===== config.mk =====
export PLATFORM = sky130hd
export DESIGN_NAME = shift_seq
export DESIGN_NICKNAME = d
export VERILOG_FILES = /design/src/rtl/shift_seq.sv
export SDC_FILE = /design/constraint.sdc
export NUM_CORES = 1
export LEC_CHECK = 0
export ABC_AREA = 1
export CORE_UTILIZATION = 48
export CTS_BUF_LIST = sky130_fd_sc_hd__clkbuf_4 sky130_fd_sc_hd__clkbuf_8
export CTS_CLUSTER_DIAMETER = 60
export CTS_CLUSTER_SIZE = 28
export DETAILED_ROUTE_END_ITERATION = 8
export GPL_TIMING_DRIVEN = 0
export HOLD_SLACK_MARGIN = 0.06
export PLACE_DENSITY = 0.84
export SLEW_MARGIN = 20
export SYNTH_ARGS = -nofsm -noshare
export SYNTH_HDL_FRONTEND = slang
export SYNTH_SLANG_ARGS = --single-unit

===== constraint.sdc =====
create_clock -name i_clk -period 1.7 [get_ports i_clk]
set_clock_uncertainty 0.05 [all_clocks]
set_input_delay 0.34 -clock i_clk [delete_from_list [all_inputs] [get_ports i_clk]]
set_output_delay 0.34 -clock i_clk [all_outputs]
set_load 0.05 [all_outputs]

===== src/rtl/shift_seq.sv =====
// shift_seq: sequences an external shift register into frames of LENGTH samples with a valid/ready output
module shift_seq #(
   parameter int WIDTH  = 1,
   parameter int LENGTH = 8
) (
   input  logic                      i_clk,
   input  logic                      i_rst,
   input  logic                      i_en,
   input  logic                      i_arm,
   input  logic                      i_sample,
   input  logic [WIDTH-1:0]          i_data,
   input  logic [LENGTH*WIDTH-1:0]   i_sr_par,
   input  logic                      i_ready,
   output logic                      o_sr_en,
   output logic                      o_sr_rst,
   output logic [WIDTH-1:0]          o_sr_data,
   output logic [LENGTH*WIDTH-1:0]   o_frame,
   output logic                      o_valid,
   output logic                      o_busy,
   output logic                      o_ovf,
   output logic [7:0]                o_drop_cnt
);
   localparam int CW = $clog2(LENGTH) + 1;

   typedef enum logic [1:0] {IDLE, CLEAR, FILL, CAPTURE} state_t;

   state_t                    r_state, w_state_nxt;
   logic [CW-1:0]             r_cnt, w_cnt_nxt;
   logic [LENGTH*WIDTH-1:0]   r_frame;
   logic                      r_valid;
   logic                      r_ovf;
   logic [7:0]                r_drop_cnt;
   logic                      w_accept;
   logic                      w_capture;
   logic                      w_clear;

   assign w_accept   = i_en & i_sample & (r_state == FILL || r_state == CAPTURE);
   assign w_capture  = i_en & (r_state == CAPTURE);
   assign w_clear    = r_state == CLEAR;
   assign o_sr_en    = i_rst | (i_en & w_clear) | w_accept;
   assign o_sr_rst   = i_rst | w_clear;
   assign o_sr_data  = i_data;
   assign o_frame    = r_frame;
   assign o_valid    = r_valid;
   assign o_busy     = r_state != IDLE;
   assign o_ovf      = r_ovf;
   assign o_drop_cnt = r_drop_cnt;

   // next state and sample count; everything holds while i_en is low
   always_comb begin
      w_state_nxt = r_state;
      w_cnt_nxt   = r_cnt;
      if (i_en) begin
         case (r_state)
            IDLE: begin
               w_state_nxt = i_arm ? CLEAR : IDLE;
               w_cnt_nxt   = '0;
            end
            CLEAR: begin
               w_state_nxt = i_arm ? FILL : IDLE;
               w_cnt_nxt   = '0;
            end
            FILL: begin
               if (!i_arm) begin
                  w_state_nxt = IDLE;
                  w_cnt_nxt   = '0;
               end else if (w_accept) begin
                  w_state_nxt = (r_cnt == CW'(LENGTH - 1)) ? CAPTURE : FILL;
                  w_cnt_nxt   = (r_cnt == CW'(LENGTH - 1)) ? '0 : r_cnt + CW'(1);
               end
            end
            default: begin
               w_state_nxt = i_arm ? FILL : IDLE;
               w_cnt_nxt   = (i_arm & w_accept) ? CW'(1) : '0;
            end
         endcase
      end
   end

   // state and count registers
   always_ff @(posedge i_clk) begin
      if (i_rst) begin
         r_state <= IDLE;
         r_cnt   <= '0;
      end else begin
         r_state <= w_state_nxt;
         r_cnt   <= w_cnt_nxt;
      end
   end

   // frame output: load on capture if the slot is free or being consumed, otherwise count a drop
   always_ff @(posedge i_clk) begin
      if (i_rst) begin
         r_frame    <= '0;
         r_valid    <= 1'b0;
         r_ovf      <= 1'b0;
         r_drop_cnt <= '0;
      end else if (w_capture) begin
         if (!r_valid || i_ready) begin
            r_frame <= i_sr_par;
            r_valid <= 1'b1;
         end else begin
            r_ovf      <= 1'b1;
            r_drop_cnt <= (r_drop_cnt == 8'hFF) ? r_drop_cnt : r_drop_cnt + 8'd1;
         end
      end else if (i_en && r_valid && i_ready) begin
         r_valid <= 1'b0;
      end
   end
endmodule

* Yosys cells after proc, flatten, opt, wreduce, memory -nomap -nowiden *
Cells that the tools add are included.

cells by class
  add/subtract/negate cells = 2
  equality and inequality tests = 7
  muxes and demuxes = 14
  bitwise operators = 10
  reduce and logical (&&, ||, !) cells = 14

operators with widths
  cell                                                                   count
  4-bit 2-to-1 mux                                                       3
  8-bit by 1-bit adder with 8-bit output, second input constant          1
  8-bit equality test, second input constant                             1
  4-bit case mux with 2 select lines                                     1
  2-bit AND reduction                                                    4
  1-bit 2-to-1 mux                                                       6
  2-bit 2-to-1 mux                                                       3
  1-bit bitwise AND                                                      5
  4-bit by 1-bit adder with 4-bit output, second input constant          1
  2-bit equality test, second input constant                             2
  4-bit by 3-bit equality test with 1-bit output, second input constant  1
  2-bit case mux with 2 select lines                                     1
  2-bit nonzero test                                                     2
  3-bit != test, second input constant                                   1
  1-bit OR                                                               3
  3-bit AND reduction                                                    1
  2-bit by 1-bit equality test with 1-bit output, second input constant  1
  1-bit logical AND                                                      2
  2-bit zero test                                                        1
  1-bit logical OR                                                       2
  2-bit by 1-bit != test with 1-bit output, second input constant        1
  1-bit NOT                                                              2
  2-bit OR reduction                                                     1
  1-bit zero test                                                        1

word-level totals
  bits in registers = 24
  input bits = 15
  output and inout bits = 22
  word-level logic and storage cells = 53

* Depth between registers and ports, before layout *
Gate-level depths: netlist (run 1).

  depth after elaboration = 6
  mapped depth = 8
  depth with buffers taken out = 8

* Least setup slack after synthesis (run 1) *
No wires, ideal clock.

  path type = register to output
  from = register r_state[0]
  to = output o_sr_en
  data arrival time = 2.361 ns
  data required time = 1.310 ns
  setup slack = -1.051 ns
  cell stages (with the launch flop) = 3
  buffers on the path = 0
  cells stage by stage = dfxtp_1 > inv_1 > o311ai_0

between the ends
  word-level cells in the longest chain between the ends = 4
  elaborated cells between the ends (all ways) = 8
  classes of those cells = eq/ne (3); bitwise (4); reduce/logical (1)

ends and longest elaborated chain
  what                                                                                   line    source
  start, declared                                                                        27      state_t r_state, w_state_nxt;
  start signal, assigned                                                                 86      r_state <= w_state_nxt;
  2-bit by 1-bit equality test with 1-bit output or 2-bit equality test (tied branches)  39, 37
  1-bit bitwise AND or 1-bit logical OR (tied branches)                                  40, 37
  1-bit OR or 1-bit bitwise AND (tied branches)                                          40, 37
  1-bit OR *                                                                             40      assign o_sr_en = i_rst | (i_en & w_clear) | w_accept;
  end, declared                                                                          14      output logic o_sr_en,

Every way passes the cells marked *; elsewhere a longest branch is shown, timed or not.

* Worst setup path after layout (run 1) *
  from = register r_state[1]
  to = output o_sr_en

Same word-level chain as after synthesis.

==> summary.md, run 1 <==
| Metric | Value |
|---|---|
| Vias per inst | `5.165` |
| CTS max path bufs | `2` |
| Synthesized Nets | `182` |
| R2R cell count | `8` |
| Detailed placement HPWL | `2010 microns` |
| CTS tree | `done` |
| Synthesis-stage register bit count | `24` |
| PnR worst setup slack | `-7.179 ps` |
| First-pass GRT wire length | `4664 microns` |
| Crit start category | `flip-flop` |
| Fin cells | `231` |
| Hold Buf Count CTS | `0` |
| GPL Wtd Cong | `0.8228` |
| Width of the die | `51.79 microns` |
| Top post-synthesis cells by area | `dfxtp_1 40%, nor2_1 10%, nand2_1 9.8%, o21ai_0 6.3%, inv_1 5.0%` |
| Post-DRT Antenna Nets | `0` |
| PnR Total Power | `1.173 mW` |
| Area after DPL | `0.001575 sq mm` |
| # setup viols final | `1` |
| Antenna violations before repair | `0` |
| Post-synth EDFFs | `0` |
| Crit-path max cell delay | `340 ps` |
| Max cap viols | `0` |
| Seq/Total Area, Yosys | `0.4038` |
| Htree depth | `1` |
| Starting DRT DRC Count | `22` |
| Nets | `221` |
| Core footprint | `0.002276 sq mm` |
| Worst path arrival time | `1320 ps` |
| VDD IR max | `0.0006774 V` |
| Outcome | `finished with violations` |
| Final min period | `1707 ps` |
| Diode count | `0` |
| Period Utilization, post-route | `1.004` |
| Cell count along the critical path | `3` |
| Syn Inst Count | `165` |
| Fraction of layout cells with a size suffix above 1 | `0.1626` |
| Routed WL per cell | `11.89 microns` |
| Worst path cell trace | `buf_6 > o311ai_4 > buf_6` |
| Die height | `51.79 microns` |
| Vias in the first global route | `1,147` |
| Worst endpoint required time | `1310 ps` |
| # IOs | `37` |
| Cell leakage power | `0.7593 nW` |
| Pre-CTS WS | `-820.4 ps` |
| Ys async rst share | `0` |
| Drt first pass iters | `4` |
| Crit Path Class | `reg -> out` |
| Slew headroom | `0.6613` |
| PD cells | `726.2 mW/mm^2` |
| Netlist cell types | `27` |
| TritonCTS Buffers | `3` |
| Clock transition at path regs | `150 ps` |
| RSZ-0062 raised after global routing | `true` |
| GRT overflow | `0` |
| Synth top cells by count | `33 x nor2_1, 31 x nand2_1, 24 x dfxtp_1` |
| Worst-margin pin slew | `510.0 ps` |
| Clk_lat worst skew | `320 ps` |
| Final hold vios | `0` |
| Die area | `0.002682 sq mm` |
| Final WL | `2746 microns` |
| Mapped Area | `0.001190 sq mm` |
| Num Clock Sinks | `24` |
| Warnings from Yosys | `0` |
| Total GRT Usage | `0.2307` |
| Top-count cell post-synth | `nor2_1` |
| Worst Setup End Kind | `output pin` |
| Most common cell on crit path | `buf_6` |
| Initial Utilization | `0.5228` |
| Top-area cell type share of the netlist area | `0.4038` |
| Synth Flop Type | `dfxtp_1` |
| Slowest CP cell | `dfxtp_2` |
| Final instance area | `0.001615 sq mm` |
| CP bufs+invs | `2` |
| Pins Over Slew Limit | `0` |
| Violated checks | `setup timing` |
| Largest net degree at the start of global routing | `15` |
| Post-Syn Area per Cell | `7.211 sq um` |
| Cell taking the most area after synthesis | `dfxtp_1` |
| Num rows | `17` |
| Routed vias | `1,193` |
| Cells after DPL | `227` |
| Delay-heaviest family, CP | `flip-flops` |
| Root Driver | `clkbuf_4` |
| Port-buffer cells | `34` |
| DRC viols | `0` |
| Synthesis-to-layout area growth | `35.75%` |
| Post-Route Utilization | `0.7097` |
| Worst Hold Depth | `2` |
| Critical path peak fanout | `9` |
| Hold WC Path Type | `in -> reg` |
| Max Clk Rate | `585.8 MHz` |
[per-stage QoR]
| stage | hold WS, ps | setup TNS (ps) |
|---|---|---|
| finish | 233.9 | -7.179 |
| detailed placement | 419.1 | -2789 |
| global route | 235.1 | -50.18 |
| floorplan | 406.0 | 0 |
| CTS | 224.8 | -14.88 |
| global placement | 407.8 | -2321 |
[layer usage]
metal  track usage  up-vias  wire (microns)
met1        0.2532      542            1244
met4       0.08559        0              49
met2        0.4134       36            1290
li1              -      609               -
met3       0.07018        6             161
met5             0        -               0
[power breakdown]
group          internal [mW]  switching [mW]  total, mW
Clock                  0.238           0.190      0.429
Sequential             0.570         0.00690      0.577
Combinational         0.0691          0.0979      0.167
[layout make-up]
cell class | count | area [sq um]
Clock inverter | 1 | 30.03
Multi-Input combinational cell | 120 | 644.4
Buffer | 4 | 31.28
Fill cell | 188 | 660.6
Tap cell | 28 | 35.03
Timing Repair Buffer | 34 | 299.0
Clock buffer | 3 | 22.52
Sequential cell | 24 | 488.0
Inverter | 17 | 65.06
[worst reg2reg max path: stages, from the launching register on]
cell and delay (ps):
dfxtp_2 390, ha_1 180, nand2_1 90, nor2_2 140
nand2_2 140, nand2_4 130, clkinv_2 80, nor2_1 100
nor2_1 60
[final timing paths]
path	start	to	slack (ps)
worst max-delay path	r_state[1]$_SDFFE_PP0P_	o_sr_en	-7
worst min register to register	o_ovf$_SDFFE_PP0P_	o_ovf$_SDFFE_PP0P_	450
worst min-delay path	i_rst	o_drop_cnt[0]$_SDFFE_PP0P_	230
worst max register to register	o_drop_cnt[0]$_SDFFE_PP0P_	o_drop_cnt[1]$_SDFFE_PP0P_	240
[flip-flops by register name (all words and copies together) (netlist names)]
signal / count
o_drop_cnt: 8
o_frame: 8
o_ovf: 1
o_valid: 1
r_cnt: 4
r_state: 2
[placed cells by master, fill, tap and decap left out, types with 2 or more instances in the layout]
master | Yosys | layout
inv_1 | 16 | 16
a21oi_1 | 10 | 10
o21ai_0 | 15 | 14
buf_6 | 0 | 2
clkbuf_4 | 0 | 3
dfxtp_2 | 0 | 3
xor2_1 | 3 | 3
clkbuf_2 | 0 | 6
dlygate4sd2_1 | 0 | 12
nor3_1 | 2 | 2
nand4_1 | 3 | 3
o21ai_1 | 1 | 2
ha_1 | 2 | 2
nor2_1 | 33 | 33
clkdlybuf4s50_1 | 0 | 12
nand2_1 | 31 | 31
nand3_2 | 1 | 2
nand3_1 | 7 | 6
nand2_4 | 2 | 2
buf_4 | 2 | 3
dfxtp_1 | 24 | 20
[logic make-up (layout without fill, tap and decap cells)]
logic type	after synthesis	in the layout	synth area share
AOI/OAI and AO/OA	29	29	0.1357
xor gates and xnor gates	3	3	0.02209
DFF	24	24	0.4038
and+or+nand+nor	86	86	0.3418
buffers and inverters	21	59	0.07570
adders and majority gates	2	2	0.02103
[repair_timing]
item                                    in CTS  in global routing
buffers inserted                             0                  0
resized for setup                           45                 16
pin swaps                                    0                  1
gates cloned                                 0                  0
endpoints found under the setup margin      21                  8
No activity file was read; power rests on OpenSTA's default activity.
==> run 2: changes to the inputs <==
--- a/config.mk
+++ b/config.mk
@@ -9,7 +9,6 @@
 export CORE_UTILIZATION = 48
 export CTS_BUF_LIST = sky130_fd_sc_hd__clkbuf_4 sky130_fd_sc_hd__clkbuf_8
 export CTS_CLUSTER_DIAMETER = 60
-export CTS_CLUSTER_SIZE = 28
 export DETAILED_ROUTE_END_ITERATION = 8
 export GPL_TIMING_DRIVEN = 0
 export HOLD_SLACK_MARGIN = 0.06
==> results of run 2 <==
The final DEF is identical to that of run 1; final timing and power are the same.
